--- src/rtl/ddr_package.sv ---
// Shared state encoding, default timing constants and rank-selection helper
// for the DDR power-up sequencer.
`default_nettype none

// +--------------------------------------------------------------------------+
// | Module      : ddr_package                                                |
// | Description : State enum, default timings, lowest-set-bit helper.        |
// | Revision    : 1.0 - initial release                                      |
// +--------------------------------------------------------------------------+
package ddr_package;

   typedef enum logic [2:0] {
      S_IDLE      = 3'd0,
      S_RST_LOW   = 3'd1,
      S_CKE_WAIT  = 3'd2,
      S_XPR_WAIT  = 3'd3,
      S_DONE      = 3'd4
   } state_e;

   localparam int c_max_ranks         = 4;
   localparam int c_def_num_ranks     = 2;
   localparam int c_def_cnt_w         = 16;
   localparam int c_def_t_reset_low   = 200;
   localparam int c_def_t_cke_dly     = 500;
   localparam int c_def_t_xpr         = 10;
   localparam int c_def_stagger_dly   = 4;

   // Isolates the lowest set bit: used to walk enabled ranks in index order.
   function automatic logic [c_max_ranks-1:0] lowest_set(input logic [c_max_ranks-1:0] v);
      return v & (~v + 1'b1);
   endfunction

endpackage

`default_nettype wire

--- src/rtl/ddr_seq_counter.sv ---
// Loadable, saturating down-counter used to time each sequencer phase.
`default_nettype none

// +--------------------------------------------------------------------------+
// | Module      : ddr_seq_counter                                            |
// | Description : Down-counter with synchronous load; stops at zero.         |
// | Revision    : 1.0 - initial release                                      |
// +--------------------------------------------------------------------------+
module ddr_seq_counter #(
   parameter int CNT_W = 16
) (
   input  logic             clock,
   input  logic             reset,
   input  logic             load,
   input  logic [CNT_W-1:0] load_val,
   input  logic             en,
   output logic             zero
);

   logic [CNT_W-1:0] count_q, count_d;

   always_comb begin
      count_d = count_q;
      if (load)
         count_d = load_val;
      else if (en && (count_q != '0))
         count_d = count_q - 1'b1;
   end

   always_ff @(posedge clock) begin
      if (reset)
         count_q <= '0;
      else
         count_q <= count_d;
   end

   assign zero = (count_q == '0);

endmodule

`default_nettype wire

--- src/rtl/ddr_powerup_seq.sv ---
// DDR power-up sequencer: reset low, CKE delay, per-rank CKE, tXPR, done.
// Optional staggered per-rank CKE when DDR_CKE_STAGGER_EN is defined.
`default_nettype none

// +--------------------------------------------------------------------------+
// | Module      : ddr_powerup_seq                                            |
// | Description : DRAM reset/CKE power-up FSM. Macro DDR_CKE_STAGGER_EN      |
// |               staggers rank CKE assertions STAGGER_DLY cycles apart.     |
// | Revision    : 1.0 - initial release                                      |
// +--------------------------------------------------------------------------+
module ddr_powerup_seq
   import ddr_package::*;
#(
   parameter int NUM_RANKS   = c_def_num_ranks,
   parameter int CNT_W       = c_def_cnt_w,
   parameter int T_RESET_LOW = c_def_t_reset_low,
   parameter int T_CKE_DLY   = c_def_t_cke_dly,
   parameter int T_XPR       = c_def_t_xpr,
   parameter int STAGGER_DLY = c_def_stagger_dly
) (
   input  logic                 clock,
   input  logic                 reset,
   input  logic                 start,
   input  logic                 abort,
   input  logic [NUM_RANKS-1:0] rank_en,
   output logic                 ddr_reset_n,
   output logic [NUM_RANKS-1:0] cke,
   output logic                 busy,
   output logic                 init_done
);

   if (NUM_RANKS < 1 || NUM_RANKS > c_max_ranks || CNT_W < 2 || CNT_W > 31
       || T_RESET_LOW < 1 || T_RESET_LOW > (2**CNT_W) - 1
       || T_CKE_DLY   < 1 || T_CKE_DLY   > (2**CNT_W) - 1
       || T_XPR       < 1 || T_XPR       > (2**CNT_W) - 1
       || STAGGER_DLY < 1 || STAGGER_DLY > (2**CNT_W) - 1) begin : g_bad_param
      $error("ddr_powerup_seq: parameter out of range");
   end

   // Counter is loaded with duration-1 so a phase lasts exactly its duration.
   localparam logic [CNT_W-1:0] c_ld_rst = CNT_W'(T_RESET_LOW - 1);
   localparam logic [CNT_W-1:0] c_ld_cke = CNT_W'(T_CKE_DLY - 1);
   localparam logic [CNT_W-1:0] c_ld_xpr = CNT_W'(T_XPR - 1);

   state_e               state_q, state_d;
   logic [NUM_RANKS-1:0] rank_q, rank_d;
   logic [NUM_RANKS-1:0] cke_q, cke_d;
   logic                 ddr_reset_n_q, ddr_reset_n_d;
   logic                 busy_q, busy_d;
   logic                 init_done_q, init_done_d;
   logic                 cnt_load, cnt_zero;
   logic [CNT_W-1:0]     cnt_load_val;

`ifdef DDR_CKE_STAGGER_EN
   localparam logic [CNT_W-1:0] c_ld_stg = CNT_W'(STAGGER_DLY - 1);
   logic [c_max_ranks-1:0] first_w, next_w;
   logic [NUM_RANKS-1:0]   first_rank, next_rank, pending;

   assign pending    = rank_q & ~cke_q;
   assign first_w    = lowest_set(c_max_ranks'(rank_q));
   assign next_w     = lowest_set(c_max_ranks'(pending));
   assign first_rank = first_w[NUM_RANKS-1:0];
   assign next_rank  = next_w[NUM_RANKS-1:0];
`endif

   ddr_seq_counter #(.CNT_W(CNT_W)) u_counter (
      .clock    (clock),
      .reset    (reset),
      .load     (cnt_load),
      .load_val (cnt_load_val),
      .en       (busy_q),
      .zero     (cnt_zero)
   );

   always_comb begin
      state_d      = state_q;
      rank_d       = rank_q;
      cke_d        = cke_q;
      cnt_load     = 1'b0;
      cnt_load_val = '0;
      case (state_q)
         S_IDLE, S_DONE: begin
            if (start && (rank_en != '0)) begin
               state_d      = S_RST_LOW;
               rank_d       = rank_en;
               cnt_load     = 1'b1;
               cnt_load_val = c_ld_rst;
            end
         end
         S_RST_LOW: begin
            if (cnt_zero) begin
               state_d      = S_CKE_WAIT;
               cnt_load     = 1'b1;
               cnt_load_val = c_ld_cke;
            end
         end
         S_CKE_WAIT: begin
            if (cnt_zero) begin
               state_d  = S_XPR_WAIT;
               cnt_load = 1'b1;
`ifdef DDR_CKE_STAGGER_EN
               cke_d        = first_rank;
               cnt_load_val = (rank_q == first_rank) ? c_ld_xpr : c_ld_stg;
`else
               cke_d        = rank_q;
               cnt_load_val = c_ld_xpr;
`endif
            end
         end
         S_XPR_WAIT: begin
            if (cnt_zero) begin
`ifdef DDR_CKE_STAGGER_EN
               // tXPR only starts once the final enabled rank has CKE high.
               if (pending != '0) begin
                  cke_d        = cke_q | next_rank;
                  cnt_load     = 1'b1;
                  cnt_load_val = ((pending & ~next_rank) == '0) ? c_ld_xpr : c_ld_stg;
               end else begin
                  state_d = S_DONE;
               end
`else
               state_d = S_DONE;
`endif
            end
         end
         default: state_d = S_IDLE;
      endcase

      if (abort) begin
         state_d  = S_IDLE;
         cnt_load = 1'b0;
      end

      ddr_reset_n_d = (state_d == S_CKE_WAIT) || (state_d == S_XPR_WAIT) || (state_d == S_DONE);
      busy_d        = (state_d == S_RST_LOW) || (state_d == S_CKE_WAIT) || (state_d == S_XPR_WAIT);
      init_done_d   = (state_d == S_DONE);
      if (state_d == S_DONE)
         cke_d = rank_d;
      else if (state_d != S_XPR_WAIT)
         cke_d = '0;
   end

   always_ff @(posedge clock) begin
      if (reset) begin
         state_q       <= S_IDLE;
         rank_q        <= '0;
         cke_q         <= '0;
         ddr_reset_n_q <= 1'b0;
         busy_q        <= 1'b0;
         init_done_q   <= 1'b0;
      end else begin
         state_q       <= state_d;
         rank_q        <= rank_d;
         cke_q         <= cke_d;
         ddr_reset_n_q <= ddr_reset_n_d;
         busy_q        <= busy_d;
         init_done_q   <= init_done_d;
      end
   end

   assign ddr_reset_n = ddr_reset_n_q;
   assign cke         = cke_q;
   assign busy        = busy_q;
   assign init_done   = init_done_q;

endmodule

`default_nettype wire

--- config.mk ---
export PLATFORM = sky130hd
export DESIGN_NAME = ddr_powerup_seq
export DESIGN_NICKNAME = d
export VERILOG_FILES = /design/src/rtl/ddr_package.sv /design/src/rtl/ddr_seq_counter.sv /design/src/rtl/ddr_powerup_seq.sv
export SDC_FILE = /design/constraint.sdc
export NUM_CORES = 1
export LEC_CHECK = 0
export CAP_MARGIN = 20
export CORE_MARGIN = 2
export CORE_UTILIZATION = 45
export DETAILED_ROUTE_END_ITERATION = 16
export PLACE_DENSITY = 0.76
export SYNTH_ARGS = -nofsm -noshare
export SYNTH_HDL_FRONTEND = slang
export SYNTH_HIERARCHICAL = 1
export SYNTH_SLANG_ARGS = --single-unit
--- constraint.sdc ---
create_clock -name clock -period 2.7 [get_ports clock]
set_input_delay 0.27 -clock clock [delete_from_list [all_inputs] [get_ports clock]]
set_output_delay 0.27 -clock clock [all_outputs]
set_load 0.03 [all_outputs]
---- Word-level counts from Yosys, hierarchy flattened ----
Cells that the tools add are included.
storage, ports and cells
  flip-flop bits (word level) ............. 26
  input bits .............................. 6
  word-level logic and storage cells ...... 55
operators by class
  add/subtract/negate cells ............... 1
  equality and inequality tests ........... 9
  mux-type cells .......................... 22
  reductions and logical operators ........ 16
operator list
  kind                   count
  $mux 16                2
  $pmux 9 s3             1
  $logic_not 16->1       1
  $reduce_bool 16->1     1
  $sub 16x1->16 const B  1
  $mux 3                 5
  $eq 3x2->1 const B     4
  $mux 2                 6
  $pmux 3 s4             1
  $mux 9                 1
  $mux 8                 1
  $eq 3x1->1 const B     2
  $eq 3x3->1 const B     2
  $reduce_bool 3->1      2
  $logic_or 1x1->1       4
  $mux 4                 1
  $reduce_bool 2->1      2
  $reduce_or 2->1        2
  $logic_not 3->1        1
  $mux 1                 3
  $ne 3x2->1 const B     1
  $logic_and 1x1->1      2
  $pmux 1 s2             1
  $reduce_and 2->1       1

---- Logic depth before layout (Yosys ltp) ----
Gate-level depths: netlist of run 1.
  depth in word-level cells ............... 8
  gate-level depth with buffers ........... 14
  depth with buffers taken out ............ 11

---- By module ----
Netlist of run 1, hierarchy kept.
by module, submodules not included
  module           times used  cells each  area each (µm²)
  ddr_seq_counter  1           114         944.7
  ddr_powerup_seq  1           61          550.5

---- Least setup slack after synthesis of run 1 ----
OpenSTA, ideal clock, no wires.
  path type ............................... register to register
  start ................................... register u_counter.count_q[7]
  end ..................................... register u_counter.count_q[0]
  arrival ................................. 2.816 ns
  data required time ...................... 2.614 ns
  path slack .............................. -0.202 ns
  stages on the path, launching flop included .. 12
  cell sequence ........................... dfxtp_1 -> or4_4 -> and4bb_2 -> buf_6 -> clkbuf_2 -> nand3b_1 -> o22ai_1 -> or2_1 -> and2b_1 -> clkinv_1 -> clkbuf_1 -> a211oi_1
between the ends
  elaborated cells between the ends (all ways) .. 11
RTL lines
  item                                     line                                          text
  start, declared                          ddr_seq_counter.sv:20                         logic [CNT_W-1:0] count_q, count_d;
  start signal, assigned                   ddr_seq_counter.sv:34                         count_q <= count_d;
  $logic_not 16->1 (*)                     ddr_seq_counter.sv:37                         assign zero = (count_q == '0);
  via cnt_zero                             ddr_powerup_seq.sv:51                         logic cnt_load, cnt_zero;
  $mux 4 / $mux 9 (equally long branches)  ddr_powerup_seq.sv:98, ddr_powerup_seq.sv:91
  $pmux 9 s3 (*)                           ddr_powerup_seq.sv:81                         case (state_q)
  via cnt_load_val[0]                      ddr_powerup_seq.sv:52                         logic [CNT_W-1:0] cnt_load_val;
  $mux 16 (*)                              ddr_seq_counter.sv:24                         if (load)
The timed path passes the listed nets; every way through them passes the cells marked *.
A chain may end at the register's enable or synchronous reset.

---- Worst setup path after layout of run 1 ----
  start ................................... register u_counter.count_q[10]
  end ..................................... register u_counter.count_q[9]
between the ends
  word-level cells in the longest chain between the ends .. 5
  elaborated cells between the ends (all ways) .. 8
ends and longest elaborated chain
  item                                                 line                                          text
  $logic_not 16->1 (*)                                 ddr_seq_counter.sv:37
  via cnt_zero                                         ddr_powerup_seq.sv:51
  $mux 1 (*)                                           ddr_powerup_seq.sv:91, ddr_powerup_seq.sv:98
  $pmux 1 s2 (*)                                       ddr_powerup_seq.sv:81
  $mux 1 (*)                                           ddr_powerup_seq.sv:129                        if (abort) begin
  via cnt_load                                         ddr_powerup_seq.sv:51
  $mux 16 / $reduce_bool 2->1 (equally long branches)  -
Marks and branches as above.

==> metrics.md, run 1 <==
| Metric | Value |
|---|---|
| Run status | finished clean |
| Core footprint | 0.00310 mm^2 |
| Clock latency at the later pin of the worst-skew pair | 0.32 ns |
| Post-DP HPWL | 2260 um |
| Total gr overflow | 0 |
| Seq cells post-synth | 26 |
| Placed cells | 233 |
| Bufs on Longest Clock Path | 2 |
| Initial antenna violation count | 0 |
| Synth area leader | dfxtp_1 |
| Layout cells sized above 1 | 13.5% |
| DR vias/cell | 5.52 |
| Cells after Synth | 175 |
| Met2 GRT Util | 33.8% |
| PD cells | 544 mW/mm^2 |
| Average wire per standard cell | 13.1 um |
| CTS tree | built |
| Pins Over Slew Limit | 0 |
| Die H | 61.6 um |
| Critical Path AT | 2.78 ns |
| Nets | 201 |
| Syn_area_per_cell | 8.54 um^2 |
| Master of the slowest instance on the critical path | or4_1 |
| Port bufs | 10 |
| GR met1 Demand/Resource | 20.4% |
| Area delta synth->final | 14.4% |
| Via count | 1309 |
| Area contributors post-synth | dfxtp_1 (35%), nor2_1 (6.5%), xnor2_1 (4.7%) |
| FMAX | 0.391 GHz |
| Crit path capture type | register |
| Worst Setup Start Kind | register |
| GR Layer Usage met3 | 4.83% |
| Top cell type's share of synthesized area | 34.8% |
| CP Class | register to register |
| Clock edge transition at the registers on the reported setup and hold paths | 0.15 ns |
| Vias in the first global route | 1218 |
| Final Hold Vio Count | 0 |
| Share of the yosys chip area belonging to registers | 34.8% |
| Synth warnings | 6 |
| Setup violators final | 0 |
| Setup TNS | 0 ns |
| Setup bufs post-CTS | 0 |
| Global-route wire length before repair | 5110 um |
| Synth unique cells | 51 |
| Diodes inserted | 0 |
| Initial DRC count | 38 |
| Final wirelength | 3090 um |
| Cts bufs inserted | 3 |
| Critical path, cell by cell | or4_1, and4bb_2, nand3b_1, o22ai_2, or2_1, and2b_2, buf_4, nor2_1, a21oi_1, o221ai_1 |
| Pin count of the biggest net entering global routing | 28 |
| Least-Margin Pin Slew | 0.503 ns |
| Final ANT Viol Nets | 0 |
| Main synth FF type | dfxtp_1 |
| RSZ-0062 raised after global routing | no |
| Ys async rst share | 0% |
| Die W | 61.6 um |
| Gr busiest metal | met2 |
| Top delay family on crit path | simple AND/OR/NAND/NOR gates |
| Router iterations before antenna repair | 4 |
| Cell Rows | 20 |
| Placer congestion estimate | 0.818 |
| H-Tree Depth | 1 |
| Max Cap Violations | 0 |
| Finished Layout Cells | 237 |
| Syn Std Cell Area | 0.00150 mm^2 |
| Leak | 0.588 nW |
| # DRC | 0 |
| CP bufs+invs | 1 |
| WP data required | 2.92 ns |
| Tcrit/Tclk final | 94.8% |
| Slew headroom | 66.4% |
| Root Buffer | clkbuf_4 |
| CP Max Fanout | 9 |
| Die area | 0.00380 mm^2 |
| Crit-path max cell delay | 0.58 ns |
| Initial Util | 48.2% |
| Total track usage | 18.0% |
| Ports | 11 |
| Total clock sinks | 26 |
| EDFF count, synth | 0 |
| Hold crit path type | register to register |
| Post-Route Skew | 0.00616 ns |
| Final min period | 2.56 ns |
| Peak VDD IR | 0.000335 V |
[cell usage in the layout, fill, tap and decap left out, drive strengths merged, types with 4 or more instances in the layout]
cell and instances:
nand3b 5, or3 4, nor4 4, a311oi 5
conb 7, o21bai 4, dfxtp 26, xnor2 8
nand2 12, a211oi 7, buf 6, clkdlybuf4s50 10
nor2 26, o21ai 6, nor3 9, a21oi 9
[metal layers]
layer | wire [um] | share of wire (%)
met5 | 0 | 0
met2 | 1560 | 51
met3 | 106 | 3.4
met1 | 1390 | 45
met4 | 29 | 0.94
[sequential cells by signal (all words and copies together), names as in the netlist]
register	count
busy	1
u_counter/count_q	16
state_q	3
init_done	1
cke	2
ddr_reset_n	1
rank_q	2
[stage by stage]
stage / instance area (um^2) / power (W) / hold WS, ns / setup slack [ns] / utilization [%]
after floorplan: 1530 / 0.000614 / 0.342 / 0.0138 / -
after global routing: 1710 / 0.000978 / 0.558 / 0.00203 / 55.1
after CTS: 1710 / 0.000931 / 0.526 / 0.0230 / 55.1
after global placement: 1660 / 0.000655 / 0.496 / 0.182 / 53.4
after detailed placement: 1660 / 0.000664 / 0.501 / 0.0497 / 53.4
final: 1710 / 0.000930 / 0.523 / 0.141 / 55.1
[where the power goes]
group | internal (W) | leakage [nW] | total, W | switching [W]
registers | 0.000412 | 0.213 | 0.000447 | 0.0000347
clock network | 0.000150 | 0.0279 | 0.000270 | 0.000120
logic | 0.000101 | 0.348 | 0.000214 | 0.000113
[synthesized netlist by cell type (2+ instances only)]
cell	number
a211oi_1	7
xnor2_1	8
nor3b_1	2
nand3b_1	5
nand4bb_1	2
buf_6	3
nor3_1	8
o221ai_1	2
clkbuf_1	2
nand2_1	12
nor2_1	26
nand2b_1	3
a21boi_0	2
a21oi_1	9
o21ai_0	4
o21ai_2	2
a311oi_1	5
inv_1	2
or2_2	2
o21bai_1	4
nand3_1	3
or3_2	3
dfxtp_1	26
nor2b_1	3
nor4_1	4
[final cells by class]
cell class | instances | area [um^2]
clock inverter | 1 | 30.0
multi-input combinational | 144 | 923
inverter | 3 | 13.8
sequential | 26 | 520
fill | 308 | 1390
clock buffer | 3 | 22.5
timing repair buffer | 16 | 145
tap | 44 | 55.1
[cell families after synthesis]
group           count (synthesis)  share of synthesized area [%]
fa+ha+maj                       1                          0.837
other cells                     1                          0.251
xor+xnor                        9                           5.27
compound gates                 38                           18.2
flops                          26                           34.8
simple gates                   88                           34.6
mux                             1                          0.669
buf+inv                        11                           5.44
[worst reg2reg max path: stages, from the launching register on]
cell	delay (ns)
dfxtp_1	0.38
or4_1	0.59
and4bb_2	0.44
nand3b_1	0.13
o22ai_2	0.16
or2_1	0.14
and2b_2	0.17
buf_4	0.15
nor2_1	0.05
a21oi_1	0.12
o221ai_1	0.13
[final timing paths]
path / from / to / slack [ns] / depth (start not counted)
hold reg to reg: cke[0] / cke[0] / 0.52 / 2
setup / recovery: u_counter/count_q[10] / u_counter/count_q[9] / 0.14 / 10
hold / removal: cke[0] / cke[0] / 0.52 / 2
setup reg to reg: u_counter/count_q[10] / u_counter/count_q[9] / 0.14 / 10
[repair_timing]
item	in CTS	in global routing
hold buffers	0	0
setup endpoints to repair	0	15
gates resized for setup	0	1
Note: power is estimated with default switching activity, not from simulation.
==> run 2, diff against run 1 <==
--- a/config.mk
+++ b/config.mk
@@ -10,6 +10,7 @@
 export CORE_UTILIZATION = 45
 export DETAILED_ROUTE_END_ITERATION = 16
 export PLACE_DENSITY = 0.76
+export REMOVE_ABC_BUFFERS = 1
 export SYNTH_ARGS = -nofsm -noshare
 export SYNTH_HDL_FRONTEND = slang
 export SYNTH_HIERARCHICAL = 1
==> run 2 against run 1 <==
Effect of this change: die area is the same; flip-flop and latch count is the same; worst setup slack gained 0.027 ns; sequential share of layout area grew 0.073 points; total power shrank 6.8%; global-route usage grew 0.70 points; combinational power grew 4%; critical endpoint is now u_counter/count_q[11]; highest routed layer unchanged.
==> metrics.md, run 2 (synthesized netlist as in run 1, its figures left out) <==
| Metric | Value |
|---|---|
| Run status | finished clean |
| Master of the slowest instance on the critical path | or4_4 |
| CP bufs+invs | 2 (+1) |
| CP Class | register to register |
| # DRC | 0 (unchanged) |
| Average wire per standard cell | 13.4 um (+2.9%) |
| Nets | 203 (+1.0%) |
| Area occupied by multi-input gates | 926 um^2 (+0.27%) |
| Router iterations before antenna repair | 4 (unchanged) |
| Peak VDD IR | 0.000270 V (-19%) |
| Setup slack, reg-to-reg | 0.17 ns (+0.03 ns) |
| Placed cells | 235 (+0.86%) |
| Diodes inserted | 0 (unchanged) |
| Setup TNS | 0 ns (unchanged) |
| Crit path capture type | register |
| Final wirelength | 3210 um (+3.8%) |
| Critical path, cell by cell | or4_4, and4bb_4, nand3b_1, o22ai_2, or2_1, and2b_1, clkinv_1, buf_4, o21bai_1, a21oi_1 |
| Hold-fix buffers at CTS | 0 (unchanged) |
| Initial antenna violation count | 0 (unchanged) |
| Crit-path max cell delay | 0.55 ns (-0.03 ns) |
| Setup violators final | 0 (unchanged) |
| Die area | 0.00380 mm^2 (unchanged) |
| CTS resizes | 0 (unchanged) |
| Die H | 61.6 um (unchanged) |
| Ports | 11 (unchanged) |
| Leak | 0.589 nW (+0.23%) |
| Layout cells sized above 1 | 13.8% (+0.37 points) |
| Vias in the first global route | 1243 (+2.1%) |
| Worst Setup Start Kind | register |
| Min-Delay Endpoint | cke[1] |
| Setup bufs post-CTS | 0 (unchanged) |
| Cell Rows | 20 (unchanged) |
| Pin count of the biggest net entering global routing | 24 (-14%) |
| FMAX | 0.395 GHz (+1.1%) |
| Initial DRC count | 44 (+16%) |
| Total track usage | 18.7% (+0.70 points) |
| Core footprint | 0.00310 mm^2 (unchanged) |
| Final Hold Vio Count | 0 (unchanged) |
| Total clock sinks | 26 (unchanged) |
| Port bufs | 10 (unchanged) |
| Register area | 522 um^2 (+0.24%) |
| Biggest registers after layout | u_counter/count_q: 16 flops, state_q: 3 flops |
| Placer congestion estimate | 0.824 (+0.72%) |
| Top delay family on crit path | simple AND/OR/NAND/NOR gates |
| Critical R2R Capture | u_counter/count_q[11] |
| Initial Util | 48.2% (unchanged) |
| R2R Path Start | u_counter/count_q[8] |
| Biggest register | u_counter/count_q |
| Final ANT Viol Nets | 0 (unchanged) |
| Max Cap Violations | 0 (unchanged) |
| Fin util | 55.1% (unchanged) |
| Number of fill cells in the layout | 304 (-1.3%) |
| Clock latency at the later pin of the worst-skew pair | 0.32 ns (about the same) |
| Hold crit path type | register to register |
| Total gr overflow | 0 (unchanged) |
| Tcrit/Tclk final | 93.8% (-0.99 points) |
| Pins Over Slew Limit | 0 (unchanged) |
| Final min period | 2.53 ns (-0.0268 ns) |
| Commonest non-fill, non-tap cells in the layout | nor2_1 (26), dfxtp_1 (25), nand2_1 (12) |
| H-Tree Depth | 1 (unchanged) |
| Cells on worst reg2reg path | 10 (unchanged) |
| Die W | 61.6 um (unchanged) |
| RSZ-0062 raised after global routing | no |
| Post-DP HPWL | 2390 um (+5.6%) |
| CTS tree | built |
| Area delta synth->final | 14.4% (unchanged) |
| Finished Layout Cells | 239 (+0.84%) |
| DR vias/cell | 5.61 (+1.5%) |
| WP data required | 2.91 ns (about the same) |
| Fin area | 0.00171 mm^2 (unchanged) |
| CP Max Fanout | 21 (+12) |
| Via count | 1340 (+2.4%) |
| Post-Route Skew | 0.0137 ns (+0.00752 ns) |
| Bufs on Longest Clock Path | 2 (unchanged) |
| PD cells | 507 mW/mm^2 (-6.8%) |
| Cts bufs inserted | 3 (unchanged) |
| Placed cell areas | 0.00166 mm^2 (+0.38%) |
| Root Buffer | clkbuf_4 |
| Total power | 0.000867 W (-6.8%) |
| Critical Path AT | 2.74 ns (-0.04 ns) |
| Clock edge transition at the registers on the reported setup and hold paths | 0.15 ns (about the same) |
| Global-route wire length before repair | 5380 um (+5.3%) |
| Largest register FFs | 16 (unchanged) |
| Hold Path Depth | 2 (unchanged) |
| Worst Hold Launch | cke[1] |
| Commonest non-fill, non-tap cell in the layout | nor2_1 |
## run 2: cell count changes in the layout (fill, tap and decap cells not counted)
cell / previous run / this run
and2b_1: 0 / 1
and2b_2: 2 / 1
and4bb_2: 1 / 0
and4bb_4: 0 / 1
buf_4: 6 / 8
bufinv_16: 1 / 0
clkbuf_8: 0 / 1
clkinv_1: 0 / 1
dfxtp_1: 26 / 25
dfxtp_2: 0 / 1
inv_4: 1 / 0
## run 2: final cells by class
class,instances,area share [%]
sequential,26,30.5
tap,44,3.22
multi-input combinational,144,54.1
timing repair buffer,18,9.36
inverter,3,0.658
clock buffer,4,2.12
## run 2: how the worst max path moves through the flow
| stage | cells past startpoint | from | to | slack, ns |
|---|---|---|---|---|
| 6_report | 10 | u_counter/count_q[8] | u_counter/count_q[11] | 0.17 |
| 5_1_grt | 10 | u_counter/count_q[8] | u_counter/count_q[13] | 0.006 |
| 2_1_floorplan | 9 | u_counter/count_q[7] | u_counter/count_q[14] | -0.29 |
| 3_3_place_gp | 10 | u_counter/count_q[10] | u_counter/count_q[13] | 0.24 |
| 4_1_cts | 9 | u_counter/count_q[7] | u_counter/count_q[15] | 0.1 |
| 3_5_place_dp | 9 | u_counter/count_q[10] | u_counter/count_q[15] | 0.15 |
## run 2: per-layer routing
| layer | part of all wire [%] | up-vias | wire length (um) | GRT usage (%) |
|---|---|---|---|---|
| li1 | - | 676 | - | - |
| met5 | 0 | - | 0 | 0 |
| met2 | 49 | 29 | 1580 | 32.8 |
| met3 | 3.2 | 2 | 104 | 1.89 |
| met1 | 47 | 633 | 1510 | 24.5 |
| met4 | 0.37 | 0 | 12 | 5.17 |
## run 2: tightest hold or removal path: stages (launching register included)
cell	delay (ns)
dfxtp_1	0.34
nor2_1	0.10
a311oi_1	0.05
## run 2: power breakdown
group,switching (W),total [W],internal (W),leakage (nW)
Clock,0.000114,0.000197,0.0000824,0.0210
Combinational,0.000118,0.000223,0.000106,0.355
Sequential,0.0000345,0.000447,0.000412,0.213
Total,0.000267,0.000867,0.000600,0.589
## run 2: stage by stage
| step | hold WS, ns | setup slack, ns |
|---|---|---|
| 2_1_floorplan | 0.339 | -0.285 |
| 6_report | 0.511 | 0.168 |
| 3_3_place_gp | 0.489 | 0.243 |
| 3_5_place_dp | 0.494 | 0.151 |
| 5_1_grt | 0.553 | 0.00645 |
| 4_1_cts | 0.512 | 0.0998 |
==> run 3, diff against run 2 <==
--- a/config.mk
+++ b/config.mk
@@ -5,7 +5,6 @@
 export SDC_FILE = /design/constraint.sdc
 export NUM_CORES = 1
 export LEC_CHECK = 0
-export CAP_MARGIN = 20
 export CORE_MARGIN = 2
 export CORE_UTILIZATION = 45
 export DETAILED_ROUTE_END_ITERATION = 16
==> results of run 3 <==
No change in the layout: final DEF, timing and power equal those of run 2.
